<file path="src/rtl/iguana_hyper_cfg_seq.sv">
// Boot-time HyperBus register configuration sequencer: waits a power-up delay, replays a fixed
// write table downstream, then hands the reg bus over to the SoC as a zero-latency pass-through.
module iguana_hyper_cfg_seq #(
    parameter int unsigned NumWrites     = 4,
    parameter int unsigned AddrWidth     = 48,
    parameter int unsigned DataWidth     = 32,
    parameter logic [NumWrites-1:0][AddrWidth-1:0] CfgAddr = '0,
    parameter logic [NumWrites-1:0][DataWidth-1:0] CfgData = '0,
    parameter int unsigned DelayCycles   = 16,
    parameter int unsigned TimeoutCycles = 1024
) (
    input  logic                   clk_i,
    input  logic                   rst_ni,
    input  logic                   restart_i,
    input  logic                   up_valid_i,
    input  logic                   up_write_i,
    input  logic [AddrWidth-1:0]   up_addr_i,
    input  logic [DataWidth-1:0]   up_wdata_i,
    input  logic [DataWidth/8-1:0] up_wstrb_i,
    output logic                   up_ready_o,
    output logic [DataWidth-1:0]   up_rdata_o,
    output logic                   up_error_o,
    output logic                   dn_valid_o,
    output logic                   dn_write_o,
    output logic [AddrWidth-1:0]   dn_addr_o,
    output logic [DataWidth-1:0]   dn_wdata_o,
    output logic [DataWidth/8-1:0] dn_wstrb_o,
    input  logic                   dn_ready_i,
    input  logic [DataWidth-1:0]   dn_rdata_i,
    input  logic                   dn_error_i,
    output logic                   cfg_done_o,
    output logic                   cfg_err_o
);

    localparam int unsigned CntMax = (DelayCycles > TimeoutCycles) ? DelayCycles : TimeoutCycles;
    localparam int unsigned CntW   = $clog2(CntMax) + 1;
    localparam int unsigned IdxW   = (NumWrites > 1) ? $clog2(NumWrites) : 1;
    localparam int unsigned StrbW  = DataWidth / 8;

    localparam logic [CntW-1:0] DlyLast = CntW'(DelayCycles - 1);
    // Last valid cycle of a table write; ready not seen here means timeout.
    localparam logic [CntW-1:0] TmoLast = CntW'(TimeoutCycles - 2);
    localparam logic [IdxW-1:0] IdxLast = IdxW'(NumWrites - 1);

    typedef enum logic [1:0] {StWait, StWrite, StGap, StPass} state_e;

    state_e          r_state, w_state_d;
    logic [CntW-1:0] r_cnt, w_cnt_d;
    logic [IdxW-1:0] r_idx, w_idx_d;
    logic            r_err, w_err_d;

    always_ff @(posedge clk_i or negedge rst_ni) begin
        if (!rst_ni) begin
            r_state <= StWait;
            r_cnt   <= '0;
            r_idx   <= '0;
            r_err   <= 1'b0;
        end else begin
            r_state <= w_state_d;
            r_cnt   <= w_cnt_d;
            r_idx   <= w_idx_d;
            r_err   <= w_err_d;
        end
    end

    always_comb begin
        w_state_d  = r_state;
        w_cnt_d    = r_cnt;
        w_idx_d    = r_idx;
        w_err_d    = r_err;
        dn_valid_o = 1'b0;
        dn_write_o = 1'b0;
        dn_addr_o  = '0;
        dn_wdata_o = '0;
        dn_wstrb_o = '0;
        up_ready_o = 1'b0;
        up_rdata_o = '0;
        up_error_o = 1'b0;

        unique case (r_state)
            StWait: begin
                if (r_cnt == DlyLast) begin
                    w_state_d = StWrite;
                    w_cnt_d   = '0;
                end else begin
                    w_cnt_d = r_cnt + CntW'(1);
                end
            end
            StWrite: begin
                dn_valid_o = 1'b1;
                dn_write_o = 1'b1;
                dn_addr_o  = CfgAddr[r_idx];
                dn_wdata_o = CfgData[r_idx];
                dn_wstrb_o = {StrbW{1'b1}};
                if (dn_ready_i) begin
                    w_err_d = r_err | dn_error_i;
                    w_cnt_d = '0;
                    if (r_idx == IdxLast) begin
                        w_state_d = StPass;
                    end else begin
                        w_idx_d = r_idx + IdxW'(1);
                    end
                end else if (r_cnt == TmoLast) begin
                    w_err_d   = 1'b1;
                    w_cnt_d   = '0;
                    w_state_d = StGap;
                end else begin
                    w_cnt_d = r_cnt + CntW'(1);
                end
            end
            StGap: begin
                if (r_idx == IdxLast) begin
                    w_state_d = StPass;
                end else begin
                    w_idx_d   = r_idx + IdxW'(1);
                    w_state_d = StWrite;
                end
            end
            StPass: begin
                dn_valid_o = up_valid_i;
                dn_write_o = up_write_i;
                dn_addr_o  = up_addr_i;
                dn_wdata_o = up_wdata_i;
                dn_wstrb_o = up_wstrb_i;
                up_ready_o = dn_ready_i;
                up_rdata_o = dn_rdata_i;
                up_error_o = dn_error_i;
                // A pending SoC transfer always beats a restart request.
                if (restart_i && !up_valid_i) begin
                    w_state_d = StWait;
                    w_cnt_d   = '0;
                    w_idx_d   = '0;
                end
            end
            default: begin
                w_state_d = StWait;
            end
        endcase
    end

    assign cfg_done_o = (r_state == StPass);
    assign cfg_err_o  = r_err;

endmodule

</file>
<file path="config.mk">
export PLATFORM = sky130hd
export DESIGN_NAME = iguana_hyper_cfg_seq
export DESIGN_NICKNAME = d
export VERILOG_FILES = /design/src/rtl/iguana_hyper_cfg_seq.sv
export SDC_FILE = /design/constraint.sdc
export NUM_CORES = 1
export LEC_CHECK = 0
export CORE_AREA = 2 2 95 97
export DETAILED_ROUTE_END_ITERATION = 10
export DIE_AREA = 0 0 97 99
export PLACE_DENSITY_LB_ADDON = 0.2
export SYNTH_ARGS = -nofsm -noshare
export SYNTH_HDL_FRONTEND = slang
export SYNTH_SLANG_ARGS = --single-unit
export TNS_END_PERCENT = 1
</file>
<file path="constraint.sdc">
create_clock -name clk_i -period 1.8 [get_ports clk_i]
set_input_delay 0.18 -clock clk_i [delete_from_list [all_inputs] [get_ports clk_i]]
set_output_delay 0.18 -clock clk_i [all_outputs]
set_load 0.01 [all_outputs]
</file>
==> run metrics, run 1 <==
vias in the first global route=2934; pwr dens=1020 mW/mm^2; clock skew=4.34 ps; CTS Buf Count=3; Seq cells post-synth=16; Cells after Synth=270; Post-Synth Adder-Cell Area=0.0195; Slew Viols, Final=0; Clock Path Buffers=2; Register Area=403 sq um; slowest CP cell=clkdlybuf4s50_1; post-DP HPWL=9780 microns; Final Util=0.542; Initial Utilization=0.225; total core area=0.00855 sq mm; first-pass GRT wire length=16800 microns; largest family of logic cells by synthesized area=simple AND/OR/NAND/NOR gates; Placed Area=0.00454 sq mm; drt total wl=12000 microns; Seq pwr share=0.115; final worst path period share=0.976; routed len/inst=19.3 microns; CTS Hold Buffers Added=0; CP Max Fanout=32; clock sink count=16; vias=3055; post-route ant nets=0; Least-Margin Pin Slew=429 ps; syn nets=396; CP Cell Sequence=buf_12 -> o21a_1 -> clkdlybuf4s50_1; Non-Filler Instances=620; overall power=4.73 mW; pin count of the biggest net entering global routing=69; Post-synth top flop=dfrtp_1; final-report setup violation count=0; later-pin clock latency in the skew report=250 ps; Internal Pwr Total=2.61 mW; placed cell count=606; GPL Wtd Cong=0.895; Clk pwr share=0.069; Die ar.=0.00960 sq mm; leak pwr=2.89 nW; # IOs=245; Compound-Gate Fraction of Synth Area=0.171; worst min path class=in -> async; final hold vios=0; Rows=34; clock tree root buffer cell=clkbuf_8; family of cells with the greatest summed delay on the critical path=buffers and inverters; Initial DRC Count=100; crit end category=output port; max-cap viol count=0; Post-synth EDFFs=0; Seq/Total Area, Yosys=0.208; Hold WS=241 ps; synth unique cells=43; combinational share of power=0.816; CTS tree=done; fraction of layout cells with a size suffix above 1=0.0882; Die H=99 microns; WS Path Type=reg -> out; Multi-input gate area=0.00137 sq mm; mux contribution to synthesized area=0.00586; router iterations before antenna repair=4; residual DRC count=0; Critical Path Start Type=register; xor-xnor portion of the synthesized cell area=0; Die W=97 microns; Area growth, synth to finish=141%; sw frac=0.447; synthesized area=0.00192 sq mm; Buf+Inv Stages, Crit Path=2; Mapped Avg Cell Area=7.11 sq um; cell area after layout=0.00464 sq mm; number of port buffers=244; Critical Path RT=1620 ps; Final nets=637; relative slew slack=0.711; reg2reg path depth=5; asr flop ratio synth=1.00; WP data arrival=1580 ps; fillcell total=854; Clk pin slew, worst setup/hold paths=70 ps; delay of the slowest cell on the worst path=540 ps; Psw=2.11 mW; Peak VDD IR=0.364 mV; initial antenna violation count=9; simple-gate portion of the synthesized area=0.512; achievable frequency=569 MHz; gr usage total=0.225; Ys Warns=0; grt total ovfl=0; RSZ-0062 raised after global routing=yes; status=complete, no violations; Via-to-Cell Ratio=4.93; CTS H-tree lvls=1; Levels on crit path=3; Period minus WS final=1760 ps
layer usage:
| metal | vias up | part of all wire | global-route usage |
|---|---|---|---|
| met5 | - | 0.0057 | 0 |
| met4 | 10 | 0.015 | 0.0412 |
| met3 | 20 | 0.11 | 0.107 |
| met2 | 172 | 0.49 | 0.390 |
| met1 | 1379 | 0.38 | 0.256 |
| li1 | 1474 | - | - |
cells by family (layout without fill, tap and decap cells):
kind of cell,count (synthesis),count (layout)
flops,16,16
buf+inv,39,279
simple gates,165,165
compound gates,46,46
fa+ha+maj,3,3
other cells,0,2
mux,1,1
cell usage in the layout (no fill, tap or decap), types with 2 or more instances in the layout:
master           netlist  routed
clkdlybuf4s50_1        0     124
and3_1               114     114
dlygate4sd2_1          0     103
nand2_1               17      17
dlymetal6s2s_1         0      17
buf_4                  1      17
o21ai_0               15      15
dfrtp_1               16      14
nand3_1                8       8
o21a_1                 6       6
inv_1                  6       5
nor2_1                 5       5
buf_12                 0       5
nor3_1                 4       4
o211ai_1               4       4
clkbuf_8               0       4
nand2b_1               3       3
a22oi_1                3       3
ha_1                   3       3
diode_2                0       2
nor4_1                 2       2
a31oi_1                2       2
and2_2                 2       2
a22o_1                 2       2
a21oi_1                2       2
o221ai_1               2       2
clkbuf_16              0       2
dfrtp_2                0       2
registers in the layout (all words and copies together) (netlist names):
name / count
r_idx: 2
r_state: 2
cfg_err_o: 1
r_cnt: 11
final timing paths:
path,from,to,slack (ps)
max,r_state[0]$_DFFE_PN0P_,dn_wstrb_o[3],40
min,rst_ni,r_cnt[4]$_DFFE_PN0P_,240
max reg2reg,r_cnt[5]$_DFFE_PN0P_,r_cnt[3]$_DFFE_PN0P_,80
min reg2reg,cfg_err_o$_DFFE_PN0P_,cfg_err_o$_DFFE_PN0P_,490
max in group asynchronous,rst_ni,r_state[1]$_DFFE_PN0P_,1360
min in group clk_i,cfg_err_o$_DFFE_PN0P_,cfg_err_o$_DFFE_PN0P_,490
synth_stat cells, types with 2 or more instances:
master    instances  share of area
and3_1          114           0.37
clkbuf_1         30          0.059
nand2_1          17          0.033
dfrtp_1          16           0.21
o21ai_0          15          0.039
nand3_1           8          0.021
inv_1             6          0.012
o21a_1            6          0.023
nor2_1            5         0.0098
nor3_1            4          0.010
o211ai_1          4          0.016
a22oi_1           3          0.012
ha_1              3          0.020
nand2b_1          3         0.0098
a21oi_1           2         0.0052
a22o_1            2         0.0091
a31oi_1           2         0.0065
and2_2            2         0.0078
nor4_1            2         0.0065
o221ai_1          2         0.0091
o31ai_1           2         0.0078
power by group through the flow:
stage	registers [mW]	clock network [mW]	logic, mW
global placement	0.554	0	3.97
global route	0.559	0.347	4.17
CTS	0.548	0.335	3.64
detailed placement	0.562	0	3.99
finish	0.543	0.328	3.86
floorplan	0.488	0	1.84
layout make-up:
cell class              instances  area share
clock buffers                   4      0.0119
diodes                          2     0.00108
multi-input cells             215       0.296
well taps                     108      0.0291
repair buffers                269       0.570
flip-flops and latches         16      0.0869
inverters                       6     0.00486
metrics by stage:
| step | setup TNS [ps] | setup slack (ps) |
|---|---|---|
| 2_1_floorplan | 0 | 111 |
| 3_3_place_gp | 0 | 82.9 |
| 3_5_place_dp | 0 | 18.5 |
| 4_1_cts | -976 | -72.9 |
| 5_1_grt | -59.7 | -37.6 |
| 6_report | 0 | 43.7 |
timing repair:
item	CTS	global route
resized for setup	105	22
cloned	0	2
setup endpoints to repair	121	28
hold endpoints to repair	0	0
pin swaps	0	3
setup buffers	2	4
No activity file was read; power rests on OpenSTA's default activity.
==> run 2, diff against run 1 <==
--- a/config.mk
+++ b/config.mk
@@ -5,9 +5,9 @@
 export SDC_FILE = /design/constraint.sdc
 export NUM_CORES = 1
 export LEC_CHECK = 0
-export CORE_AREA = 2 2 95 97
+export CORE_AREA = 2 2 96 98
 export DETAILED_ROUTE_END_ITERATION = 10
-export DIE_AREA = 0 0 97 99
+export DIE_AREA = 0 0 98 100
 export PLACE_DENSITY_LB_ADDON = 0.2
 export SYNTH_ARGS = -nofsm -noshare
 export SYNTH_HDL_FRONTEND = slang
==> constraint.sdc (replaced) <==
create_clock -name clk_i -period 1.6 [get_ports clk_i]
set_input_delay 0.16 -clock clk_i [delete_from_list [all_inputs] [get_ports clk_i]]
set_output_delay 0.16 -clock clk_i [all_outputs]
set_load 0.01 [all_outputs]
==> run 2 against run 1 <==
Net effect: the run now ends with negative setup slack left; first-iteration DRC count is 33% higher; non-clock buffer count grew 28; via count rose by 4.4%; critical endpoint is now r_cnt[1]$_DFFE_PN0P_; worst setup slack got worse by 110 ps; final cell count up 4.7%; power up 25%; largest power group unchanged; cell area increased by 2.4%.
==> run metrics, run 2 (synthesis gave the netlist of run 1 again) <==
first-pass GRT wire length=18500 microns; RSZ-0062 raised after global routing=yes; Die ar.=0.00980 sq mm; Multi-input gate area=0.00143 sq mm; vias in the first global route=3015; Placed Area=0.00476 sq mm; fraction of layout cells with a size suffix above 1=0.286; status=complete, but fails checks; pin count of the biggest net entering global routing=30; total core area=0.00889 sq mm; Final nets=665; final hold vios=0; drt total wl=12600 microns; worst min path class=in -> async; CTS Hold Buffers Added=0; post-DP HPWL=10100 microns; Non-Filler Instances=649; Critical Path Start Type=register; Slew Viols, Final=0; residual DRC count=0; pwr dens=1250 mW/mm^2; number of port buffers=244; WS Path Type=reg -> reg; crit end category=register; placed cell count=633; # IOs=245; achievable frequency=599 MHz; Area growth, synth to finish=147%; max FFs per register=11; overall power=5.93 mW; commonest non-fill, non-tap cells in the layout=clkdlybuf4s50_1, and3_1, clkdlybuf4s15_1; later-pin clock latency in the skew report=260 ps; routed len/inst=19.5 microns; Clk pin slew, worst setup/hold paths=70 ps; Initial DRC Count=133; Critical Path RT=1770 ps; Clock Path Buffers=2; Least-Margin Pin Slew=286 ps; fillcell total=848; cell area after layout=0.00475 sq mm; clock skew=7.93 ps; Die W=98 microns; Final Util=0.534; CTS Buf Count=3; setup TNS=-204 ps; PnR worst setup slack=-69.9 ps; relative slew slack=0.808; failing checks=negative setup slack; Die H=100 microns; post-route ant nets=0; FF-to-FF setup slack=-70 ps; GPL Wtd Cong=0.916; Rows=35; leak pwr=2.56 nW; Regs by FF count=r_cnt (11), r_idx (2), r_state (2); Register Area=403 sq um; Via-to-Cell Ratio=4.92; clock sink count=16; final worst path period share=1.04; DP Worst Slack=-79.8 ps; commonest non-fill, non-tap cell in the layout=clkdlybuf4s50_1; max-cap viol count=0; CTS tree=done; ANT cells=0; router iterations before antenna repair=4; vias=3190; initial antenna violation count=2; Period minus WS final=1670 ps; gr usage total=0.244; Peak VDD IR=0.561 mV; Most flops, register=r_cnt; final-report setup violation count=5; clock tree root buffer cell=clkbuf_8; CP Max Fanout=16; WP data arrival=1840 ps; Initial Utilization=0.216; CTS H-tree lvls=1; Hold WS=215 ps; grt total ovfl=0
## run 2: worst paths after layout
path                                                to  cells past startpoint             startpoint
worst max-delay path              r_cnt[1]$_DFFE_PN0P_                      7   r_cnt[0]$_DFFE_PN0P_
worst min-delay path              r_cnt[1]$_DFFE_PN0P_                      2                 rst_ni
worst max register to register    r_cnt[1]$_DFFE_PN0P_                      7   r_cnt[0]$_DFFE_PN0P_
worst min register to register   cfg_err_o$_DFFE_PN0P_                      1  cfg_err_o$_DFFE_PN0P_
max in group asynchronous       r_state[0]$_DFFE_PN0P_                      2                 rst_ni
min in group clk_i               cfg_err_o$_DFFE_PN0P_                      1  cfg_err_o$_DFFE_PN0P_
## run 2: timing repair
item,CTS,global route
buffers inserted,7,2
pin swaps,2,7
resized for setup,307,82
gates cloned,3,1
endpoints found under the setup margin,128,106
## run 2: report_power, final
group	switching (mW)	internal, mW	leakage, nW
Clock	0.153	0.177	0.0228
Combinational	2.33	2.68	2.33
Sequential	0.0984	0.492	0.205
Total	2.58	3.35	2.56
## run 2: routing by layer
layer	GRT usage	wire length [microns]	vias to the layer above
met5	0	0	-
met4	0.0427	121	0
met3	0.0501	1220	11
met2	0.385	5810	163
met1	0.349	5490	1480
li1	-	-	1536
## run 2: critical path: stages, from the launching register on
cell,delay (ps)
dfrtp_1,400
inv_1,70
ha_1,190
and4b_2,240
a311oi_4,260
buf_12,180
nor2_1,60
o31ai_1,190
## run 2: cell type report
class,count,share of cell area
clock buffer,4,0.00949
multi-input combinational,215,0.302
inverter,6,0.00474
sequential,16,0.0848
timing repair buffer,297,0.570
tap,111,0.0292
